[src/rtl/min_sec.sv]
// Seconds/minutes BCD timekeeper with a one-second prescaler, a synchronised
// minute-advance button and a once-per-hour carry pulse for the hour counter.
module min_sec #(
  parameter int CLK_DIV = 50000000,
  parameter int DIV_W   = 26
) (
  input  logic       clk,
  input  logic       rst,
  input  logic       mplus,
  output logic [3:0] sec_10,
  output logic [3:0] sec1,
  output logic [3:0] min_10,
  output logic [3:0] min1,
  output logic       w_h,
  output logic       tick_1s
);

  localparam logic [DIV_W-1:0] DIV_LAST = DIV_W'(CLK_DIV - 1);

  logic [DIV_W-1:0] cnt_q, cnt_d;
  logic [3:0]       sec10_q, sec10_d, sec1_q, sec1_d;
  logic [3:0]       min10_q, min10_d, min1_q, min1_d;
  logic             wh_q, wh_d, tick_q, tick_d;
  logic             sync1_q, sync2_q, sync3_q;
  logic             pend_q, pend_d;

  logic             wrap, edge_det, man_req, sec_carry;
  logic [3:0]       sec10_inc, sec1_inc, min10_inc, min1_inc;
  logic             sec_wrap, min_wrap;

  assign wrap      = (cnt_q == DIV_LAST);
  assign edge_det  = sync2_q & ~sync3_q;
  assign man_req   = edge_det | pend_q;
  assign sec_carry = wrap & sec_wrap;

  always_comb begin
    sec1_inc  = sec1_q + 4'd1;
    sec10_inc = sec10_q;
    sec_wrap  = 1'b0;
    if (sec1_q == 4'd9) begin
      sec1_inc = 4'd0;
      if (sec10_q == 4'd5) begin
        sec10_inc = 4'd0;
        sec_wrap  = 1'b1;
      end else begin
        sec10_inc = sec10_q + 4'd1;
      end
    end
  end

  always_comb begin
    min1_inc  = min1_q + 4'd1;
    min10_inc = min10_q;
    min_wrap  = 1'b0;
    if (min1_q == 4'd9) begin
      min1_inc = 4'd0;
      if (min10_q == 4'd5) begin
        min10_inc = 4'd0;
        min_wrap  = 1'b1;
      end else begin
        min10_inc = min10_q + 4'd1;
      end
    end
  end

  // A button edge that lands on a seconds carry is parked for one cycle.
  always_comb begin
    cnt_d   = wrap ? '0 : cnt_q + 1'b1;
    tick_d  = wrap;
    sec1_d  = sec1_q;
    sec10_d = sec10_q;
    min1_d  = min1_q;
    min10_d = min10_q;
    wh_d    = 1'b0;
    pend_d  = 1'b0;
    if (wrap) begin
      sec1_d  = sec1_inc;
      sec10_d = sec10_inc;
    end
    if (sec_carry) begin
      min1_d  = min1_inc;
      min10_d = min10_inc;
      wh_d    = min_wrap;
      pend_d  = man_req;
    end else if (man_req) begin
      min1_d  = min1_inc;
      min10_d = min10_inc;
    end
  end

  always_ff @(posedge clk or negedge rst) begin
    if (!rst) begin
      cnt_q   <= '0;
      sec1_q  <= 4'd0;
      sec10_q <= 4'd0;
      min1_q  <= 4'd0;
      min10_q <= 4'd0;
      wh_q    <= 1'b0;
      tick_q  <= 1'b0;
      sync1_q <= 1'b0;
      sync2_q <= 1'b0;
      sync3_q <= 1'b0;
      pend_q  <= 1'b0;
    end else begin
      cnt_q   <= cnt_d;
      sec1_q  <= sec1_d;
      sec10_q <= sec10_d;
      min1_q  <= min1_d;
      min10_q <= min10_d;
      wh_q    <= wh_d;
      tick_q  <= tick_d;
      sync1_q <= mplus;
      sync2_q <= sync1_q;
      sync3_q <= sync2_q;
      pend_q  <= pend_d;
    end
  end

  assign sec_10  = sec10_q;
  assign sec1    = sec1_q;
  assign min_10  = min10_q;
  assign min1    = min1_q;
  assign w_h     = wh_q;
  assign tick_1s = tick_q;

endmodule

[config.mk]
export PLATFORM = sky130hd
export DESIGN_NAME = min_sec
export DESIGN_NICKNAME = d
export VERILOG_FILES = /design/src/rtl/min_sec.sv
export SDC_FILE = /design/constraint.sdc
export NUM_CORES = 1
export LEC_CHECK = 0
export BUFFER_PORTS_ARGS = -buffer_cell sky130_fd_sc_hd__buf_2
export CORE_AREA = 2 2 66 68
export CTS_CLUSTER_DIAMETER = 200
export DETAILED_ROUTE_END_ITERATION = 10
export DIE_AREA = 0 0 68 70
export GPL_TIMING_DRIVEN = 0
export PLACE_DENSITY = 0.73
export REMOVE_ABC_BUFFERS = 1
export SLEW_MARGIN = 10
export SYNTH_ARGS = -nofsm -noshare
export SYNTH_HDL_FRONTEND = slang
export SYNTH_SLANG_ARGS = --single-unit
[constraint.sdc]
create_clock -name clk -period 2.2 [get_ports clk]
set_input_delay 0.33 -clock clk [delete_from_list [all_inputs] [get_ports clk]]
set_output_delay 0.33 -clock clk [all_outputs]
set_load 0.1 [all_outputs]
==> impl_metrics.csv, run 1 <==
group,metric,value,unit
status,status,"complete, no violations",
setup_path,timing.critical_path.arrival,2.29,ns
sta,finalHoldViolCount,0,
synthesis,ys_top_cells_by_area,"sky130_fd_sc_hd__dfrtp_1 (53%), sky130_fd_sc_hd__xnor2_1 (8.1%), sky130_fd_sc_hd__nor2_1 (4.8%)",
cts,bufs_on_longest_clock_path,2,
global_route,grt_pass1_vias,1587,
routing,drt_drc_violations_left,0,
cts,clock_tree_from_tritoncts,"built",
synthesis,synth_edf_count,0,
global_route,grt.total_usage,20.18,%
floorplanning,placementRows,24,
power_and_ir_drop,clockPowerShare,28.6,%
power_and_ir_drop,pwr-share-comb,28.2,%
setup_path,critPathMaxStageDelay,0.56,ns
cts,clock-sinks,48,
synthesis,synth.top_cell.area_share,52.81,%
routing,avgViaCountPerCell,5.542,
sta,maxSlewViolCount,0,
sta,fmax,0.4770,GHz
synthesis,async_reset_ff_share,100.0,%
sta,setup_repair_after_global_routing_missed_its_margin,"no",
synthesis,postSynthAreaPerCell,10.53,sq um
floorplanning,die-width,68,um
layout,finish.cell_count_without_fillers,297,
hold_path,holdCritStartpoint,"mplus",
layout,diodes,0,
synthesis,synth_sequential_area_ratio,52.81,%
hold_path,worst_hold_path_type,"in2reg",
synthesis,ys_types,41,
layout,fillCellCount,345,
global_route,grt_overflow,0,
cts,cts.reportedPaths.clkPinSlew,0.09,ns
floorplanning,design.core.area,0.004144,sq mm
setup_path,worst-endpoint-required,2.39,ns
cts,cts-buffers-inserted,5,
routing,vias,1646,
setup_path,timing.rr.start,"cnt_q[0]",
power_and_ir_drop,intPower,1.430,mW
routing,first_iter_violations,133,
power_and_ir_drop,share_seq_of_total_power,43.3,%
placement,place_congestion,0.7393,
sta,clock-skew-final,0.009163,ns
floorplanning,die-area,0.004760,sq mm
placement,detailed_place.area,0.002427,sq mm
layout,growth_of_design_area_from_synthesis_to_finish,14.14,%
routing,final_antenna_net_count,0,
global_route,grt_max_degree,49,
sta,maxSlewHeadroom,30.28,%
cts,h-tree-depth,2,
power_and_ir_drop,power-per-cell-area,900.7,mW/mm^2
synthesis,synth_area,0.002275,sq mm
placement,port_buffers,20,
sta,final-setup-viol-count,0,
layout,commonest_cells_after_routing_fill_and_taps_aside,"sky130_fd_sc_hd__dfrtp_1 (48), sky130_fd_sc_hd__nor2_1 (29), sky130_fd_sc_hd__xnor2_1 (21)",
layout,layout.cells.most_common,"sky130_fd_sc_hd__dfrtp_1",
global_route,grt_first_pass_wirelength,7.224,mm
placement,dp_hpwl,2.812,mm
placement,dp_cells,286,
cts,clockRootBuffer,"sky130_fd_sc_hd__clkbuf_8",
power_and_ir_drop,switchingPower,0.9085,mW
routing,drtPass1Iterations,4,
synthesis,cell_taking_the_most_area_after_synthesis,"sky130_fd_sc_hd__dfrtp_1",
sta,fin_crit_sh,95.29,%
floorplanning,die_h,70,um
synthesis,count_of_mapped_cells_out_of_synthesis,216,
job,cap_viol_max_count,0,
layout,postLayoutCellArea,0.002596,sq mm
floorplanning,initial_utilization,54.89,%
synthesis,synth_seq_cells,48,
layout,drive_above_1_share,18.37,%
power_and_ir_drop,ir_drop_worst_case_vdd,915.5,uV
setup_path,cp_slowest_cell,"sky130_fd_sc_hd__or4_4",
routing,routed_wire_length_per_instance,14.34,um
power_and_ir_drop,power.share.switching,38.85,%
setup_path,worst_setup_path_start_kind,"flip-flop",
sta,worstMarginPinSlew,1.046,ns
power_and_ir_drop,leakagePower,1.162,nW
floorplanning,floorplan.io_pins,21,
global_route,antenna_found_initial,0,
layout,layout.nets,248,
setup_path,criticalPathCategory,"reg2reg",
layout,final_core_utilization,62.65,%
synthesis,ys_warn_count,0,
setup_path,critical_path.cell_chain,"ha_2 > nand2_1 > or4_4 > o32ai_4 > a21oi_1 > a221o_1",
sta,fin_crit,2.096,ns
setup_path,crit_start,"cnt_q[0]",
routing,routed_wirelength,4.259,mm
setup_path,critical_path.max_fanout,5,
setup_path,endpoint_kind,"flip-flop",
cts,clk_latency,0.30,ns
synthesis,synth-main-ff-cell,"sky130_fd_sc_hd__dfrtp_1",
==> power groups by stage <==
stage	clock (mW)	sequential, mW	combinational (mW)
CTS	0.688	1.01	0.662
global placement	0	1.03	0.657
global route	0.728	1.02	0.685
detailed placement	0	1.03	0.659
floorplan	0	1.43	0.143
finish	0.668	1.01	0.659
==> routing by layer <==
layer	track usage (%)	share of wire (%)
met5	0	0
met4	7.111	1.1
met3	5.475	3.3
met2	29.02	46
met1	29.30	49
==> final timing paths <==
path                            end  slack (ns)  cells after the start
setup / recovery            min1[3]        0.10                      6
hold / removal              sync1_q        0.13                      1
setup reg to reg            min1[3]        0.10                      6
hold reg to reg             sync2_q        0.35                      0
max in group asynchronous  cnt_q[4]        1.35                      1
min in group asynchronous   sec1[2]        0.21                      1
==> cell families (layout without fill, tap and decap cells) <==
family | after synthesis | count (layout) | share of synthesized area, %
xor+xnor | 31 | 31 | 11.94
mux | 4 | 4 | 1.925
simple gates | 104 | 105 | 24.92
fa+ha+maj | 1 | 1 | 0.5500
compound gates | 17 | 17 | 5.831
buf+inv | 11 | 39 | 2.035
flops | 48 | 48 | 52.81
==> critical path, delay by kind of cell, from the launching register on <==
kind | cells | cell delay [ns]
AO/OA/AOI/OAI | 3 | 0.66
adder cells (fa/ha/maj) | 1 | 0.25
AND/OR/NAND/NOR | 2 | 0.67
flip-flops | 1 | 0.40
==> timing repair <==
action	4_1_cts	5_1_grt
setup buffers	2	0
resized for setup	3	2
gates cloned	1	0
hold buffers	0	0
endpoints found under the setup margin	23	5
pin swaps	1	1
endpoints found under the hold margin	0	0
==> sequential cells by signal, indices dropped and copies added (netlist names) <==
register and cells:
sec1 4, tick_1s 1, sync1_q 1, min1 4, sec_10 4, pend_q 1, w_h 1, cnt_q 26
sync2_q 1, min_10 4, sync3_q 1
==> metrics by stage <==
stage | setup TNS, ns | power [mW] | hold WS [ns] | worst slack, ns
CTS | 0 | 2.361 | 0.1159 | 0.03909
finish | 0 | 2.338 | 0.1262 | 0.1037
global placement | -3.327 | 1.683 | 0.3362 | -0.5751
floorplan | -0.08976 | 1.573 | 0.03441 | -0.04478
detailed placement | -4.213 | 1.688 | 0.3364 | -0.6007
global route | 0 | 2.436 | 0.1112 | 0.01697
==> cell type report <==
cell class | instances | area [sq um] | share of cell area [%]
sequential | 48 | 1201 | 46.26
tap | 52 | 65.06 | 2.506
clock inverter | 2 | 38.79 | 1.494
inverter | 9 | 33.78 | 1.301
clock buffer | 6 | 82.58 | 3.181
timing repair buffer | 22 | 115.1 | 4.434
multi-input combinational | 158 | 1060 | 40.82
==> synth_stat cells, drive strengths merged, types with 2 or more instances <==
| master | number |
|---|---|
| a21oi | 7 |
| a221o | 2 |
| a22o | 2 |
| and2 | 2 |
| and3 | 3 |
| and4 | 5 |
| buf | 2 |
| dfrtp | 48 |
| inv | 9 |
| mux2 | 3 |
| nand2 | 20 |
| nand2b | 2 |
| nand3 | 11 |
| nand4 | 10 |
| nor2 | 30 |
| nor3 | 2 |
| nor4 | 7 |
| nor4b | 2 |
| o21ai | 3 |
| or4 | 2 |
| xnor2 | 21 |
| xor2 | 10 |
(Power assumes the default switching activity.)
==> run 2, diff against run 1 <==
- CELL_PAD_IN_SITES_DETAIL_PLACEMENT: default -> 0
- CELL_PAD_IN_SITES_GLOBAL_PLACEMENT: default -> 1
- CORE_AREA: 2 2 66 68 -> 2 2 74 76
- DIE_AREA: 0 0 68 70 -> 0 0 76 78
- PLACE_DENSITY: 0.73 -> default
- PLACE_DENSITY_LB_ADDON: default -> 0.25
==> run 2 against run 1 <==
  * Register-to-register slack hardly changed
  * Clock power is 30% higher
  * Critical path depth is 1 lower
  * Via count is 0.97% higher
  * Hold slack hardly changed
  * Critical endpoint is now min_10[2]
==> impl_metrics.csv, run 2 (synthesis gave the netlist of run 1 again) <==
group,metric,value,unit
status,status,"complete, no violations",
global_route,gr-usage-met3,4.302,%
floorplanning,placementRows,26,
sta,maxSlewViolCount,0,
sta,finalHoldViolCount,0,
floorplanning,floorplan.io_pins,21,
setup_path,cpLargestDelayFamily,"simple AND/OR/NAND/NOR gates",
sta,fmax,0.4769,GHz
setup_path,worst-endpoint-required,2.40,ns
global_route,grt_pass1_vias,1636,
floorplanning,initial_utilization,45.11,%
cts,clockRootBuffer,"sky130_fd_sc_hd__clkbuf_8",
cts,cts-buffers-inserted,5,
setup_path,endpoint_kind,"flip-flop",
power_and_ir_drop,power-per-cell-area,946.8,mW/mm^2
setup_path,critical_path.cell_chain,"nor4_1 > and4_1 > nand4_2 > a221o_1 > a22o_1",
floorplanning,die-area,0.005928,sq mm
routing,final_antenna_net_count,0,
cts,h-tree-depth,2,
sta,hold_ws,0.1260,ns
global_route,grt_first_pass_wirelength,7.845,mm
global_route,grt_use_met1,23.20,%
setup_path,criticalPathCategory,"reg2reg",
layout,layout.nets,249,
setup_path,cp_slowest_cell,"sky130_fd_sc_hd__nor4_1",
global_route,antenna_found_initial,0,
cts,clk_latency,0.30,ns
sta,final-setup-viol-count,0,
sta,fin_crit,2.097,ns
global_route,grtUsageMet2,25.54,%
routing,routed_wirelength,4.373,mm
floorplanning,die_h,78,um
cts,clock-sinks,48,
setup_path,critPathMaxStageDelay,0.46,ns
sta,fin_crit_sh,95.31,%
routing,routed_wire_length_per_instance,13.84,um
cts,clock_tree_from_tritoncts,"built",
power_and_ir_drop,tot_pwr,2.540,mW
hold_path,worst_hold_path_type,"in2reg",
layout,commonest_cells_after_routing_fill_and_taps_aside,"sky130_fd_sc_hd__dfrtp_1 (47), sky130_fd_sc_hd__nor2_1 (29), sky130_fd_sc_hd__xnor2_1 (21)",
routing,first_iter_violations,75,
global_route,grt.total_usage,16.60,%
placement,dp_cells,304,
cts,number_of_buffers_inserted_by_hold_repair_at_cts,0,
job,cap_viol_max_count,0,
layout,max_flop_register,"cnt_q",
global_route,grt_busiest_layer,"met2",
floorplanning,design.core.area,0.005042,sq mm
power_and_ir_drop,ir_drop_worst_case_vdd,1184,uV
routing,drt_drc_violations_left,0,
setup_path,critical_path.max_fanout,6,
routing,drtPass1Iterations,4,
setup_path,timing.critical_path.arrival,2.29,ns
setup_path,path_buf_inv,0,
layout,layout.cells.most_common,"sky130_fd_sc_hd__dfrtp_1",
routing,vias,1662,
placement,place_congestion,0.7717,
cts,cts.reportedPaths.clkPinSlew,0.09,ns
global_route,grt_overflow,0,
layout,finish.cell_count_without_fillers,316,
layout,largest_register_ff_count,26,
sta,clock-skew-final,0.004262,ns
sta,setup_repair_after_global_routing_missed_its_margin,"no",
layout,fillCellCount,468,
sta,maxSlewHeadroom,30.40,%
layout,growth_of_design_area_from_synthesis_to_finish,17.93,%
setup_path,critical_path_depth,5,
layout,drive_above_1_share,19.92,%
sta,worstMarginPinSlew,1.044,ns
sta,total_negative_setup_slack,0,ns
setup_path,worst_setup_path_start_kind,"flip-flop",
layout,diodes,0,
hold_path,hold_depth,1,
placement,port_buffers,20,
floorplanning,die-width,76,um
layout,seq_area,0.001202,sq mm
layout,multi_input_comb_area,0.001077,sq mm
placement,dp_hpwl,2.861,mm
power_and_ir_drop,leakagePower,1.186,nW
routing,avgViaCountPerCell,5.259,
global_route,grt_max_degree,49,
setup_path,worstRegToRegCells,5,
cts,bufs_on_longest_clock_path,2,
==> run 2: cell count changes in the layout (fill, tap and decap cells not counted), sizes merged <==
cell / delta
buf: +1
bufinv: +2
clkinv: -1
clkbuf: -1
==> run 2: metal layers <==
layer	vias up	wire length (um)
li1	814	-
met1	817	2234
met2	25	1937
met3	6	145
met4	0	57
met5	-	0
==> run 2: area by class of cell <==
cell class,instances,share of cell area (%)
inverters,9,1.259
well taps,70,3.265
repair buffers,23,4.571
flip-flops and latches,48,44.82
multi-input cells,158,40.16
clock buffers,5,2.565
clock inverters,3,3.358
==> run 2: worst paths after layout <==
kind / start / endpoint / slack, ns
max: cnt_q[9] / min_10[2] / 0.10
min: mplus / sync1_q / 0.13
max reg2reg: cnt_q[9] / min_10[2] / 0.10
min reg2reg: sync1_q / sync2_q / 0.35
max in group asynchronous: rst / cnt_q[0] / 1.29
min in group asynchronous: rst / cnt_q[21] / 0.21
==> run 2: stage by stage <==
| stage | instance area (sq um) | utilization, % | worst slack [ns] |
|---|---|---|---|
| 2_1_floorplan | 2262 | - | -0.04478 |
| 3_3_place_gp | 2450 | 48.59 | -0.6522 |
| 3_5_place_dp | 2450 | 48.59 | -0.5944 |
| 4_1_cts | 2628 | 52.11 | -0.05816 |
| 5_1_grt | 2683 | 53.20 | 0.01295 |
| 6_report | 2683 | 53.20 | 0.1031 |
==> run 2: where the power goes <==
group          internal (mW)  leakage [nW]  switching, mW
Sequential             0.941         0.637         0.0714
Combinational          0.117         0.471          0.540
Clock                  0.568        0.0784          0.302
Total                   1.63          1.19          0.914
==> run 2: repair_timing <==
item / CTS / global route
endpoints found under the setup margin: 23 / 13
hold endpoints to repair: 0 / 0
pin swaps: 1 / 4
resized for setup: 3 / 6
setup buffers: 0 / 3
gates cloned: 1 / 0
